<file path="src/rtl/csa_add_arbiter.sv">
// Round-robin, credit-limited front end sharing one carry-save adder pipeline.
// Optional per-requester grant counters when CSA_ARB_STATS_EN is defined.
module csa_add_arbiter #(
    parameter int N     = 32,
    parameter int NREQ  = 4,
    parameter int LAT   = 2,
    parameter int DEPTH = 4
) (
    input  logic                      clk,
    input  logic                      reset,
    input  logic [NREQ-1:0]           req_valid,
    output logic [NREQ-1:0]           req_ready,
    input  logic [NREQ*N-1:0]         req_a,
    input  logic [NREQ*N-1:0]         req_b,
    output logic [N-1:0]              add_a,
    output logic [N-1:0]              add_b,
    input  logic [N-1:0]              add_sum,
    output logic                      rsp_valid,
    input  logic                      rsp_ready,
    output logic [$clog2(NREQ)-1:0]   rsp_id,
    output logic [N-1:0]              rsp_sum
`ifdef CSA_ARB_STATS_EN
    ,
    output logic [NREQ*16-1:0]        grant_cnt
`endif
);

    localparam int IW = $clog2(NREQ);
    localparam int AW = $clog2(DEPTH);
    localparam int CW = AW + 1;
    // Stage 0 lines up with add_a; the last stage lines up with add_sum.
    localparam int TS = LAT + 1;
    localparam int FW = $clog2(TS + 1);
    localparam logic [CW-1:0] FULL = CW'(DEPTH);

    logic [IW-1:0]  rr_ptr;
    logic [IW-1:0]  gnt;
    logic           any_req;
    logic           issue_ok;
    logic           xfer;
    int             idx;

    logic [TS-1:0]  tag_vld;
    logic [IW-1:0]  tag_id [TS];
    logic [FW-1:0]  inflight;

    logic [IW-1:0]  mem_id  [DEPTH];
    logic [N-1:0]   mem_sum [DEPTH];
    logic [AW-1:0]  wr_ptr;
    logic [AW-1:0]  rd_ptr;
    logic [CW-1:0]  count;
    logic [IW-1:0]  hold_id;
    logic [N-1:0]   hold_sum;
    logic           push;
    logic           pop;

    always_comb begin
        gnt     = '0;
        any_req = 1'b0;
        idx     = 0;
        for (int k = 0; k < NREQ; k++) begin
            idx = int'(rr_ptr) + k;
            if (idx >= NREQ) begin
                idx = idx - NREQ;
            end
            if (!any_req && req_valid[IW'(idx)]) begin
                any_req = 1'b1;
                gnt     = IW'(idx);
            end
        end
    end

    always_comb begin
        inflight = '0;
        for (int s = 0; s < TS; s++) begin
            inflight = inflight + FW'(tag_vld[s]);
        end
    end

    // A pop this cycle frees its credit only from the next cycle on.
    assign issue_ok = (32'(count) + 32'(inflight)) < 32'(DEPTH);

    always_comb begin
        req_ready = '0;
        if (reset && issue_ok && any_req) begin
            req_ready[gnt] = 1'b1;
        end
    end

    assign xfer = |(req_valid & req_ready);

    always_ff @(posedge clk or negedge reset) begin
        if (!reset) begin
            add_a  <= '0;
            add_b  <= '0;
            rr_ptr <= '0;
        end else if (xfer) begin
            add_a  <= req_a[int'(gnt)*N +: N];
            add_b  <= req_b[int'(gnt)*N +: N];
            if (int'(gnt) == NREQ - 1) begin
                rr_ptr <= '0;
            end else begin
                rr_ptr <= gnt + 1'b1;
            end
        end
    end

    always_ff @(posedge clk or negedge reset) begin
        if (!reset) begin
            tag_vld <= '0;
            for (int s = 0; s < TS; s++) begin
                tag_id[s] <= '0;
            end
        end else begin
            tag_vld[0] <= xfer;
            tag_id[0]  <= gnt;
            for (int s = 1; s < TS; s++) begin
                tag_vld[s] <= tag_vld[s-1];
                tag_id[s]  <= tag_id[s-1];
            end
        end
    end

    assign push      = tag_vld[TS-1];
    assign rsp_valid = (count != '0);
    assign pop       = rsp_valid & rsp_ready;

    always_ff @(posedge clk) begin
        if (push) begin
            mem_id[wr_ptr]  <= tag_id[TS-1];
            mem_sum[wr_ptr] <= add_sum;
        end
    end

    always_ff @(posedge clk or negedge reset) begin
        if (!reset) begin
            wr_ptr <= '0;
            rd_ptr <= '0;
            count  <= '0;
        end else begin
            if (push) begin
                wr_ptr <= wr_ptr + 1'b1;
            end
            if (pop) begin
                rd_ptr <= rd_ptr + 1'b1;
            end
            if (push && !pop) begin
                count <= count + 1'b1;
            end else if (pop && !push) begin
                count <= count - 1'b1;
            end
        end
    end

    // Remember the last head so the outputs stay stable once drained.
    always_ff @(posedge clk or negedge reset) begin
        if (!reset) begin
            hold_id  <= '0;
            hold_sum <= '0;
        end else if (pop) begin
            hold_id  <= mem_id[rd_ptr];
            hold_sum <= mem_sum[rd_ptr];
        end
    end

    assign rsp_id  = rsp_valid ? mem_id[rd_ptr]  : hold_id;
    assign rsp_sum = rsp_valid ? mem_sum[rd_ptr] : hold_sum;

    a_no_overflow: assert property (
        @(posedge clk) disable iff (!reset)
        !(push && !pop && count == FULL)
    );

`ifdef CSA_ARB_STATS_EN
    always_ff @(posedge clk or negedge reset) begin
        if (!reset) begin
            grant_cnt <= '0;
        end else if (xfer) begin
            for (int i = 0; i < NREQ; i++) begin
                if (gnt == IW'(i)) begin
                    grant_cnt[i*16 +: 16] <= grant_cnt[i*16 +: 16] + 16'd1;
                end
            end
        end
    end
`endif

endmodule
</file>
<file path="config.mk">
export PLATFORM = sky130hd
export DESIGN_NAME = csa_add_arbiter
export DESIGN_NICKNAME = d
export VERILOG_FILES = /design/src/rtl/csa_add_arbiter.sv
export SDC_FILE = /design/constraint.sdc
export NUM_CORES = 1
export LEC_CHECK = 0
export BUFFER_PORTS_ARGS = -buffer_cell sky130_fd_sc_hd__buf_2
export CORE_UTILIZATION = 35
export CTS_BUF_LIST = sky130_fd_sc_hd__clkbuf_8
export DETAILED_ROUTE_END_ITERATION = 10
export SKIP_LAST_GASP = 1
export SYNTH_ARGS = -nofsm -noshare
export SYNTH_HDL_FRONTEND = slang
export SYNTH_SLANG_ARGS = --single-unit
</file>
<file path="constraint.sdc">
create_clock -name clk -period 3.5 [get_ports clk]
set_input_delay 0.35 -clock clk [delete_from_list [all_inputs] [get_ports clk]]
set_output_delay 0.35 -clock clk [all_outputs]
set_load 0.01 [all_outputs]
</file>
Word-level counts from Yosys, hierarchy flattened
Memories as Yosys holds them, arrays and structs flattened. Cells that the tools add are included.

Register bits after elaboration: 116. Bits in latches: 0. Memory bits (writable): 136. ROM bits: 0. Input port bits: 295. Output and inout port bits: 103. Word-level logic and storage cells: 95. Memories kept: 2.

Memory list: mem_sum (depth 4, bits a word 32, rd ports 1, clocked after memory_dff 0, wr ports 1, line 48) `logic [N-1:0] mem_sum [DEPTH];`; mem_id (depth 4, bits a word 2, rd ports 1, clocked after memory_dff 0, wr ports 1, line 47) `logic [IW-1:0] mem_id [DEPTH];`.

$add $sub $neg: 15. Multipliers: 0. Div/mod/pow operators: 0. Magnitude comparators: 11. Equal/unequal tests: 1. Shift operators: 2. Multiplexer cells: 34. Bitwise operators: 2. Reduce and logical (&&, ||, !) cells: 16.

Operator list (number): 128-bit by 8-bit indexed part select with 32-bit output (2); 32-bit two-way mux (1); 2-bit two-way mux (10); 2-bit by 4-bit < comparator with 1-bit output (second input constant) (4); 1-bit two-way mux (15); 3-bit >= comparator (second input constant) (3); 1-bit binary-select mux with 2-bit select (4); 1-bit logical AND (8); 2-bit by 1-bit subtractor with 2-bit output (second input constant) (4); 2-bit by 1-bit adder with 2-bit output (second input constant) (3); 2-bit by 2-bit adder with 3-bit output (second input constant) (2); 3-bit two-way mux (2); 1-bit zero test (5); 3-bit by 2-bit adder with 4-bit output (1); 4-bit AND (1); 4-bit by 3-bit < comparator with 1-bit output (second input constant) (1); 4-bit two-way mux (1); 4-bit OR reduction (1); 2-bit by 1-bit adder with 3-bit output (second input constant) (1); 3-bit by 1-bit adder with 3-bit output (second input constant) (1); 2-bit by 3-bit >= comparator with 1-bit output (second input constant) (1); 2-bit by 3-bit < comparator with 1-bit output (second input constant) (1); 3-bit nonzero test (1); 3-bit by 1-bit subtractor with 3-bit output (second input constant) (1); 7 further kinds (7).

Longest topological paths before layout
Depth after elaboration: 22. Mapped depth: 16. Gate-level depth less buffers: 11.

Worst setup path before layout
Ideal clock, no wire load.

Path kind: flip-flop to flip-flop. Start point: reg rr_ptr[1]. End point: reg add_a[0]. Library setup time: 0.132 ns. Arrival time: 2.336 ns. Required time: 3.368 ns. Path slack: 1.032 ns. Stages on the path, launching flop included: 17. Path buffers: 5. Period minus slack after synthesis: 2.468 ns. Path through: dfrtp_1 -> buf_2 -> a21oi_1 -> o21a_1 -> o22ai_2 -> buf_4 -> buf_4 -> inv_1 -> ha_1 -> a22oi_1 -> nand2_1 -> nand2_4 -> inv_2 -> nand2_4 -> buf_8 -> buf_8 -> o221ai_2.

Cells in the longest elaborated chain, start to end: 22. Elaborated cells between the ends (all ways): 51. Those cells by class: add/sub (7); order compare (6); shift (1); mux (27); bitwise (1); reduce/logical (9).

RTL lines: from (decl) (line 36) `logic [IW-1:0] rr_ptr;`; from (signal assigned) (line 103) `rr_ptr <= gnt + 1'b1;`; branches (longest 14 deep; another with 2-bit by 1-bit adder with 3-bit output); 2-bit two-way mux * (line 66) `if (!any_req && req_valid[IW'(idx)]) begin`; net gnt[1] (line 37) `logic [IW-1:0] gnt;`; 2-bit by 3-bit < comparator with 1-bit output (not written as such) or 2-bit by 1-bit >= comparator with 1-bit output (tied branches) (line 86) `req_ready[gnt] = 1'b1;`; 1-bit logical AND (not written as such) (line 86); 1-bit two-way mux (not written as such) (line 86); 1-bit demux with 2-bit select * (line 86); 4-bit two-way mux * (line 85) `if (reset && issue_ok && any_req) begin`; 4-bit AND * (line 90) `assign xfer = |(req_valid & req_ready);`; 4-bit OR reduction * (line 90); net xfer (line 40) `logic xfer;`; to (signal assigned) (line 98) `add_a <= req_a[int'(gnt)*N +: N];`; to (decl) (line 15) `output logic [N-1:0] add_a,`.

Mark *: on every way through the listed nets, which the timed path passes. The select of a mux whose other input is x is not followed. A chain may end at the register's enable or synchronous reset.

Worst setup path after layout
Start point: reg rd_ptr[0]. End point: out rsp_sum[17].

Cells in the longest elaborated chain, start to end: 2.

RTL lines: from (decl) (line 50) `logic [AW-1:0] rd_ptr;`; from (signal assigned) (line 145) `rd_ptr <= rd_ptr + 1'b1;`; memory read 4 x 32 bit; 32-bit two-way mux (line 167) `assign rsp_sum = rsp_valid ? mem_sum[rd_ptr] : hold_sum;`; to (decl) (line 21) `output logic [N-1:0] rsp_sum`.

No other way between the ends.

==> flow_summary.toml <==
[outcome]
status = "finished, final reports clean"

[clock_network]
root_buffer = "clkbuf_8"
htree_num_levels = 2
cts_made_buffers = 43
postCtsSetupBuffers = 0
clock_latency_ns = 0.55
clock_path_buffers = 3
tritoncts = "built"
clkSinkCount = 252
path_clk_slew_ns = 0.06

[job]
cap_violations = 0

[floorplanning]
num_io_pins = 398
start_util_pct = 35.9
die_h_um = 186
die_w_um = 186
core_area_um2 = 32900
row_count = 66
die-area_um2 = 34500

[synthesis]
synth_top_area_share_pct = 34.6
synth-seq-cells = 252
synth_fp_nets = 1035
synth_cells = 728
synth.distinct_cells = 37
avgSynthCellArea_um2 = 16.2
ys_seq_area_share_pct = 59.2
syn_area_um2 = 11800
synth_top_cell_by_area = "edfxtp_1"
synth_area_leaders = "edfxtp_1 35%, dfrtp_1 25%, mux2i_1 11%, mux2_2 6.6%, mux4_2 6.5%"
yosys_warnings = 0

[sta]
finalSetupTns_ns = 0
fin_skew_ns = 0.0216
fin_crit_sh_pct = 81.0
final_max_slew_viol_count = 0
fin_ws_ns = 0.666
fmax_mhz = 353
hold_viol_final = 0
worst_pin_slew_ns = 1.02
relSlewSlack_pct = 32.2
final-setup-viol-count = 0
rsz0062_at_grt = "no"
min_period_ns = 2.83

[drt]
vias_per_cell = 4.82
drt-pass1-iter-count = 4
wl_met3_mm = 2.15
avgRoutedWirePerCell_um = 20.0
dr_wl_met2_mm = 17.1
wl_met1_mm = 12.7
antenna_left = 0
drtIter0Drc = 256
wl_mm = 32.9
num_vias = 7937
drc = 0
top_layer = "met4"

[critical_path]
worstPathArrival_ns = 2.48
critical_path.max_fanout = 13
r2r_cells = 11
path_cells = "buf_4, mux4_2, mux2_2, buf_2"
slowest_delay_ns = 0.65
start_kind = "register"
cpMaxStageDelayCell = "dfrtp_2"
crit_required_ns = 3.15
rrSetupSlack_ns = 0.67
timing.rr.end = "add_b[6]"
crit_type = "register to output pin"
rr_startpoint = "rr_ptr[1]"
end_kind = "output pin"

[finish]
final_cell_mix = "396 x buf_2, 136 x edfxtp_1, 129 x mux2i_1"
multi_input_area_um2 = 4430
regArea_um2 = 6990
layout_commonest_cell = "buf_2"
layout-drive-gt1-share_pct = 53.5
area_growth_pct = 30.1
fillers = 3028
final_nets = 1473

[global_route]
grt.total_usage_pct = 18.6
grt_max_degree = 129
grt_overflow = 0
antenna_found_initial = 8
grt_pass1_vias = 8073
grt_pass1_wl_mm = 47.7

[pwr]
vdd_ir_drop_max_mv = 0.403
leakage_nw = 6.98
powerDensity_nw_per_um2 = 765

[placed_design]
pre_cts_ws_ns = 0.649
place_congestion = 0.829
dp_hpwl_mm = 23.4
io_buffers = 397

[hold_path]
hp-start = "add_sum[4]"
hold_depth = 1
min_to = "mem_sum[1][4]"
hp-class = "input port to register"
-- critical path: cells and delay by family (launching register included) --
| family | cells | cell delay [ns] |
|---|---|---|
| muxes | 2 | 0.83 |
| DFF | 1 | 0.65 |
| buffers and inverters | 2 | 0.46 |
-- layout make-up --
class / count / area share, %
clock buffer: 53 / 4.75
timing repair buffer: 443 / 16.0
antenna: 6 / 0.0977
clock inverter: 26 / 0.953
inverter: 11 / 0.269
sequential: 252 / 45.5
tap: 442 / 3.60
multi-input combinational: 415 / 28.8
-- state kept, by name, summed over array words and instances, names as in the netlist --
signal	cells
add_a	32
add_b	32
count	3
hold_id	2
hold_sum	32
mem_id	8
mem_sum	128
rd_ptr	2
rr_ptr	2
tag_id	6
tag_vld	3
wr_ptr	2
-- report_power, final --
group / total [mW] / switching, mW / internal (mW)
registers: 4.44 / 0.521 / 3.92
clock network: 2.66 / 1.21 / 1.45
logic: 4.65 / 2.34 / 2.31
-- routing by layer --
layer / global-route usage [%] / vias up
met5: 0 / -
met4: 7.18 / 0
met3: 5.07 / 47
met2: 32.8 / 257
met1: 21.5 / 3915
li1: - / 3718
-- metrics by stage --
stage / std cells / area [µm²] / total power, mW / utilization, % / hold slack [ns]
after global routing: 1646 / 15400 / 12.5 / 46.7 / 0.00167
after CTS: 1642 / 15300 / 11.9 / 46.7 / 0.000191
after global placement: 1534 / 14200 / 9.12 / 43.1 / 0.136
after detailed placement: 1534 / 14200 / 9.19 / 43.1 / 0.135
after floorplan: 728 / 11800 / 7.58 / - / 0.0544
final: 1648 / 15400 / 11.8 / 46.7 / 0.0378
-- synth_stat cells, drive strengths merged --
| cell type | count |
|---|---|
| edfxtp | 136 |
| o22ai | 1 |
| o21a | 1 |
| or3 | 1 |
| xor2 | 3 |
| and2 | 9 |
| fa | 2 |
| or4 | 1 |
| nand3b | 1 |
| clkbuf | 7 |
| ha | 10 |
| xnor2 | 3 |
| mux2 | 69 |
| a22oi | 2 |
| a21oi | 3 |
| o21ai | 2 |
| mux4 | 34 |
| nor3b | 1 |
| and4 | 1 |
| nor2 | 2 |
| o221ai | 64 |
| nand2 | 74 |
| buf | 43 |
| dfrtp | 116 |
| inv | 11 |
| nand3 | 1 |
| nor3 | 1 |
| mux2i | 129 |
-- cells by family after synthesis --
group | count (synthesis) | share of synthesized area, %
compound gates | 73 | 7.90
xor+xnor | 6 | 0.445
fa+ha+maj | 12 | 1.40
buf+inv | 61 | 3.47
flops | 252 | 59.2
mux | 232 | 24.0
simple gates | 92 | 3.62
-- worst max-delay path by stage --
stage,end,cells past startpoint,from
final,rsp_sum[17],4,rd_ptr[0]
after global routing,add_b[6],11,rr_ptr[1]
after CTS,rsp_sum[19],4,rd_ptr[0]
after detailed placement,add_a[28],12,rr_ptr[1]
after global placement,add_a[25],12,rr_ptr[1]
after floorplan,add_a[0],16,rr_ptr[1]
-- timing repair --
action / CTS / global route
hold endpoints to repair: 106 / 0
endpoints found under the setup margin: 0 / 0
gates resized for setup: 0 / 0
hold buffers: 29 / 0
(Power assumes the default switching activity.)
